File: config.mk
export PLATFORM = sky130hd
export DESIGN_NAME = mips_mc_ctrl
export DESIGN_NICKNAME = d
export VERILOG_FILES = /design/src/rtl/mips_mc_ctrl.sv
export SDC_FILE = /design/constraint.sdc
export NUM_CORES = 1
export LEC_CHECK = 0
export ABC_AREA = 1
export BUFFER_PORTS_ARGS = -buffer_cell sky130_fd_sc_hd__buf_2
export CAP_MARGIN = 20
export CORE_MARGIN = 10
export CORE_UTILIZATION = 48
export CTS_BUF_LIST = sky130_fd_sc_hd__clkbuf_2 sky130_fd_sc_hd__clkbuf_4 sky130_fd_sc_hd__clkbuf_8
export DETAILED_ROUTE_END_ITERATION = 8
export GPL_ROUTABILITY_DRIVEN = 1
export PLACE_DENSITY = 0.86
export SETUP_SLACK_MARGIN = 0.1
export SKIP_LAST_GASP = 1
export SLEW_MARGIN = 0
export SYNTH_ARGS = -nofsm -noshare
export SYNTH_HDL_FRONTEND = slang
export SYNTH_SLANG_ARGS = --single-unit
File: constraint.sdc
create_clock -name clk -period 2.6 [get_ports clk]
set_input_delay 0.13 -clock clk [delete_from_list [all_inputs] [get_ports clk]]
set_output_delay 0.13 -clock clk [all_outputs]
set_load 0.01 [all_outputs]
File: src/rtl/mips_mc_ctrl.sv
// Multicycle MIPS control unit: a 12-state FSM that sequences fetch, decode and
// execution of lw/sw/R-type/beq/addi/j, with outputs decoded from the current state.
module mips_mc_ctrl (
    input  logic       clk,
    input  logic       rst_n,
    input  logic [5:0] opcode,
    input  logic [5:0] funct,
    input  logic       zero,
    input  logic       mem_ready,
    output logic       pc_en,
    output logic       ir_write,
    output logic       mem_write,
    output logic       reg_write,
    output logic       iord,
    output logic       mem_to_reg,
    output logic       reg_dst,
    output logic       alu_src_a,
    output logic [1:0] alu_src_b,
    output logic [1:0] pc_src,
    output logic [3:0] alu_ctrl,
    output logic       illegal,
    output logic [3:0] state
);

    typedef enum logic [3:0] {
        S_FETCH  = 4'd0,
        S_DECODE = 4'd1,
        S_MEMADR = 4'd2,
        S_MEMRD  = 4'd3,
        S_MEMWB  = 4'd4,
        S_MEMWR  = 4'd5,
        S_EXEC   = 4'd6,
        S_ALUWB  = 4'd7,
        S_BRANCH = 4'd8,
        S_ADDIEX = 4'd9,
        S_ADDIWB = 4'd10,
        S_JUMP   = 4'd11
    } state_t;

    localparam logic [3:0] ALU_AND = 4'b0000;
    localparam logic [3:0] ALU_OR  = 4'b0001;
    localparam logic [3:0] ALU_ADD = 4'b0010;
    localparam logic [3:0] ALU_SUB = 4'b0110;
    localparam logic [3:0] ALU_SLT = 4'b0111;
    localparam logic [3:0] ALU_NOR = 4'b1100;

    localparam logic [5:0] OP_RTYPE = 6'b000000;
    localparam logic [5:0] OP_LW    = 6'b100011;
    localparam logic [5:0] OP_SW    = 6'b101011;
    localparam logic [5:0] OP_BEQ   = 6'b000100;
    localparam logic [5:0] OP_ADDI  = 6'b001000;
    localparam logic [5:0] OP_J     = 6'b000010;

    state_t     state_reg;
    logic       op_known;
    logic       fn_known;
    logic [3:0] fn_alu;

    assign op_known = (opcode == OP_RTYPE) || (opcode == OP_LW) || (opcode == OP_SW) ||
                      (opcode == OP_BEQ) || (opcode == OP_ADDI) || (opcode == OP_J);

    // Unknown funct still executes as ADD so the datapath sees a defined opcode.
    always_comb begin
        fn_known = 1'b1;
        fn_alu   = ALU_ADD;
        case (funct)
            6'b100000: fn_alu = ALU_ADD;
            6'b100010: fn_alu = ALU_SUB;
            6'b100100: fn_alu = ALU_AND;
            6'b100101: fn_alu = ALU_OR;
            6'b100111: fn_alu = ALU_NOR;
            6'b101010: fn_alu = ALU_SLT;
            default: begin
                fn_alu   = ALU_ADD;
                fn_known = 1'b0;
            end
        endcase
    end

    always_ff @(posedge clk or negedge rst_n) begin
        if (!rst_n) begin
            state_reg <= S_FETCH;
        end else begin
            case (state_reg)
                S_FETCH:  if (mem_ready) state_reg <= S_DECODE;
                S_DECODE: begin
                    case (opcode)
                        OP_LW, OP_SW: state_reg <= S_MEMADR;
                        OP_RTYPE:     state_reg <= S_EXEC;
                        OP_BEQ:       state_reg <= S_BRANCH;
                        OP_ADDI:      state_reg <= S_ADDIEX;
                        OP_J:         state_reg <= S_JUMP;
                        default:      state_reg <= S_FETCH;
                    endcase
                end
                S_MEMADR: state_reg <= (opcode == OP_LW) ? S_MEMRD : S_MEMWR;
                S_MEMRD:  if (mem_ready) state_reg <= S_MEMWB;
                S_MEMWB:  state_reg <= S_FETCH;
                S_MEMWR:  if (mem_ready) state_reg <= S_FETCH;
                S_EXEC:   state_reg <= S_ALUWB;
                S_ALUWB:  state_reg <= S_FETCH;
                S_BRANCH: state_reg <= S_FETCH;
                S_ADDIEX: state_reg <= S_ADDIWB;
                S_ADDIWB: state_reg <= S_FETCH;
                S_JUMP:   state_reg <= S_FETCH;
                default:  state_reg <= S_FETCH;
            endcase
        end
    end

    always_comb begin
        pc_en      = 1'b0;
        ir_write   = 1'b0;
        mem_write  = 1'b0;
        reg_write  = 1'b0;
        iord       = 1'b0;
        mem_to_reg = 1'b0;
        reg_dst    = 1'b0;
        alu_src_a  = 1'b0;
        alu_src_b  = 2'b00;
        pc_src     = 2'b00;
        alu_ctrl   = ALU_ADD;
        illegal    = 1'b0;
        case (state_reg)
            S_FETCH: begin
                alu_src_b = 2'b01;
                pc_en     = mem_ready;
                ir_write  = mem_ready;
            end
            S_DECODE: begin
                alu_src_b = 2'b11;
                illegal   = ~op_known;
            end
            S_MEMADR: begin
                alu_src_a = 1'b1;
                alu_src_b = 2'b10;
            end
            S_MEMRD:  iord = 1'b1;
            S_MEMWB: begin
                mem_to_reg = 1'b1;
                reg_write  = 1'b1;
            end
            S_MEMWR: begin
                iord      = 1'b1;
                mem_write = mem_ready;
            end
            S_EXEC: begin
                alu_src_a = 1'b1;
                alu_ctrl  = fn_alu;
                illegal   = ~fn_known;
            end
            S_ALUWB: begin
                reg_dst   = 1'b1;
                reg_write = 1'b1;
            end
            S_BRANCH: begin
                alu_src_a = 1'b1;
                alu_ctrl  = ALU_SUB;
                pc_src    = 2'b01;
                pc_en     = zero;
            end
            S_ADDIEX: begin
                alu_src_a = 1'b1;
                alu_src_b = 2'b10;
            end
            S_ADDIWB: reg_write = 1'b1;
            S_JUMP: begin
                pc_src = 2'b10;
                pc_en  = 1'b1;
            end
            default: ;
        endcase
        // Reset must silence every write strobe at once, not just after the state clears.
        if (!rst_n) begin
            pc_en     = 1'b0;
            ir_write  = 1'b0;
            mem_write = 1'b0;
            reg_write = 1'b0;
            illegal   = 1'b0;
        end
    end

    assign state = state_reg;

endmodule
==> run summary <==
Fmax: 591.4 MHz
clock skew: 7.441 ps
most frequent cell after synthesis: nand2_1
ys flop type: dfrtp_1
Worst R2R End: state[1]
HP Class: input port to flop
vias in the first global route: 949
end point of the critical path: illegal
CP Data Required Time: 2470 ps
leading post-synthesis cells by cell area: nand2_1 19%, dfrtp_1 15%, inv_1 14%
register cell area after layout: 100.1 sq um
Slew @ Worst Pin: 345.0 ps
origin of the critical flop-to-flop path: state[1]
initial core utilization: 50.83%
Synth top area share: 18.97%
total core area: 1285 sq um
Hold Crit Start: mem_ready
multi-input logic area: 455.4 sq um
GP Congestion: 0.8564
PwrDens: 612.4 nW/um^2
FP Rows: 13
H-Tree Depth: 1
Max Slew Vio Count: 0
CTS root buf: clkbuf_4
DRT antenna net count: 0
top post-synthesis cells by count: 33 x nand2_1, 25 x inv_1, 24 x nor2_1, 15 x nand3_1
EDFF count, synth: 0
Final Hold Fails: 0
DR vias: 943
r2r setup slk: 1250 ps
# fillers: 122
Avg Cell Area, Syn: 5.225 sq um
setup TNS: 0 ps
CP Max Fanout: 6
postcts setup bufs: 0
Final period util: 65.03%
first-pass GRT wire length: 3719 microns
fin crit period: 1691 ps
flops & latches, synth: 4
Worst-path clk slew: 40 ps
share of layout cells above drive strength 1: 29.09%
Top Ports: 37
syn_nets: 141
Worst EP arrival: 1560 ps
grt ovf: 0
worst reg2reg path depth: 7
Async S/R FF share, synth: 100.0%
CP startpoint: state[2]
RSZ-0062 raised after global routing: false
post-cts sizing count: 0
Vias/cell: 5.239
Max Cap Violations: 0
Layout Area Growth over Synthesis: 35.44%
VDD IR-drop max: 0.0002865 V
clock tree buffer depth: 2
Yosys top cell by area: nand2_1
GR Util All Layers: 13.55%
Final HPWL DP: 1853 microns
Seq/Total Area, Yosys: 15.33%
status: completed
Setup-failing EPs final: 0
die footprint: 3236 sq um
clock sink count: 4
Num CTS Buffers: 3
wire per inst: 12.05 microns
startpoint types: flop
chip width: 56.89 microns
PortBufs: 36
Leak: 0.5984 nW
# diodes: 0
max FFs per register: 4
Crit Path Class: flop to output port
Netlist Area Pre-Place: 653.1 sq um
nets: 183
detailed-route DRC error count: 0
post-synth cell types: 21
Rel. slew slack: 76.92%
yosys warns: 0
initial antenna violation count: 0
Post-Route WL: 2169 microns
largest net degree at the start of global routing: 8
Die Ht: 56.89 microns
DRT Pass-1 Iters: 4
TritonCTS clock tree: built
Power Total: 0.5417 mW
Mapped Cells: 125
Clock Latency Late Sink: 240 ps
Starting DRT DRC Count: 31
CP Capture Type: output port
[power breakdown]
group	switching (mW)	internal (mW)	total (mW)
clock	0.0273	0.0517	0.0790
combinational	0.223	0.130	0.353
sequential	0.0305	0.0794	0.110
total	0.281	0.261	0.542
[layout by cell type (no fill, tap or decap)]
| cell type | n |
|---|---|
| buf_2 | 36 |
| nand2_1 | 33 |
| inv_1 | 25 |
| nor2_1 | 24 |
| nand3_1 | 15 |
| a21oi_1 | 4 |
| nand4_1 | 4 |
| dfrtp_1 | 4 |
| nor2_4 | 3 |
| clkbuf_4 | 3 |
| inv_2 | 1 |
| nand2_4 | 1 |
| o21ai_0 | 1 |
| nand3b_1 | 1 |
| nor3_2 | 1 |
| nand2_2 | 1 |
| nand3_2 | 1 |
| nor2_2 | 1 |
| o31ai_1 | 1 |
| nor3_1 | 1 |
| a31oi_1 | 1 |
| o21ai_1 | 1 |
| o211ai_1 | 1 |
| dlygate4sd3_1 | 1 |
[worst max-delay path: stages, from the launching register on]
cell,delay (ps)
dfrtp_1,460
nor2_4,200
inv_2,80
nor2_4,130
nand3_1,90
nor2_1,110
nor2_1,50
nor2_1,70
buf_2,140
[repair_timing]
action	CTS	global route
hold buffers	1	0
hold endpoints to repair	4	0
setup endpoints to repair	0	0
[through the flow]
step | hold slack, ps | setup slack (ps) | instance area [sq um] | util [%] | instances
detailed placement | -46.22 | 1186 | 852.1 | 66.31 | 176
global placement | -50.05 | 1228 | 852.1 | 66.31 | 176
global route | 163.3 | 788.7 | 884.6 | 68.84 | 180
finish | 164.6 | 909.2 | 884.6 | 68.84 | 180
CTS | 163.1 | 927.4 | 884.6 | 68.84 | 180
floorplan | -165.6 | 1276 | 653.1 | - | 125
[metal layers]
layer  GRT usage, %  routed length, microns
met1          14.13                     826
met2          21.24                    1040
met3          5.393                     250
met4          10.07                      51
met5              0                       0
[cell families (layout without fill, tap and decap cells)]
| logic type | count (synthesis) | count (layout) | synth area share (%) |
|---|---|---|---|
| AOI/OAI and AO/OA | 9 | 9 | 7.855 |
| buffers and inverters | 26 | 66 | 14.94 |
| DFF | 4 | 4 | 15.33 |
| and+or+nand+nor | 86 | 86 | 61.88 |
[cell type report]
class | instances | area share [%]
clock buffers | 3 | 2.546
repair buffers | 37 | 21.50
flip-flops and latches | 4 | 11.32
inverters | 26 | 11.03
multi-input cells | 95 | 51.49
well taps | 15 | 2.122
[worst min-delay path by stage]
stage / cells past startpoint / end / slack, ps
6_report: 2 / state[1] / 160
3_3_place_gp: 1 / state[1] / -50
4_1_cts: 2 / state[1] / 160
5_1_grt: 2 / state[1] / 160
3_5_place_dp: 1 / state[3] / -50
2_1_floorplan: 0 / state[0] / -170
(Power assumes the default switching activity.)
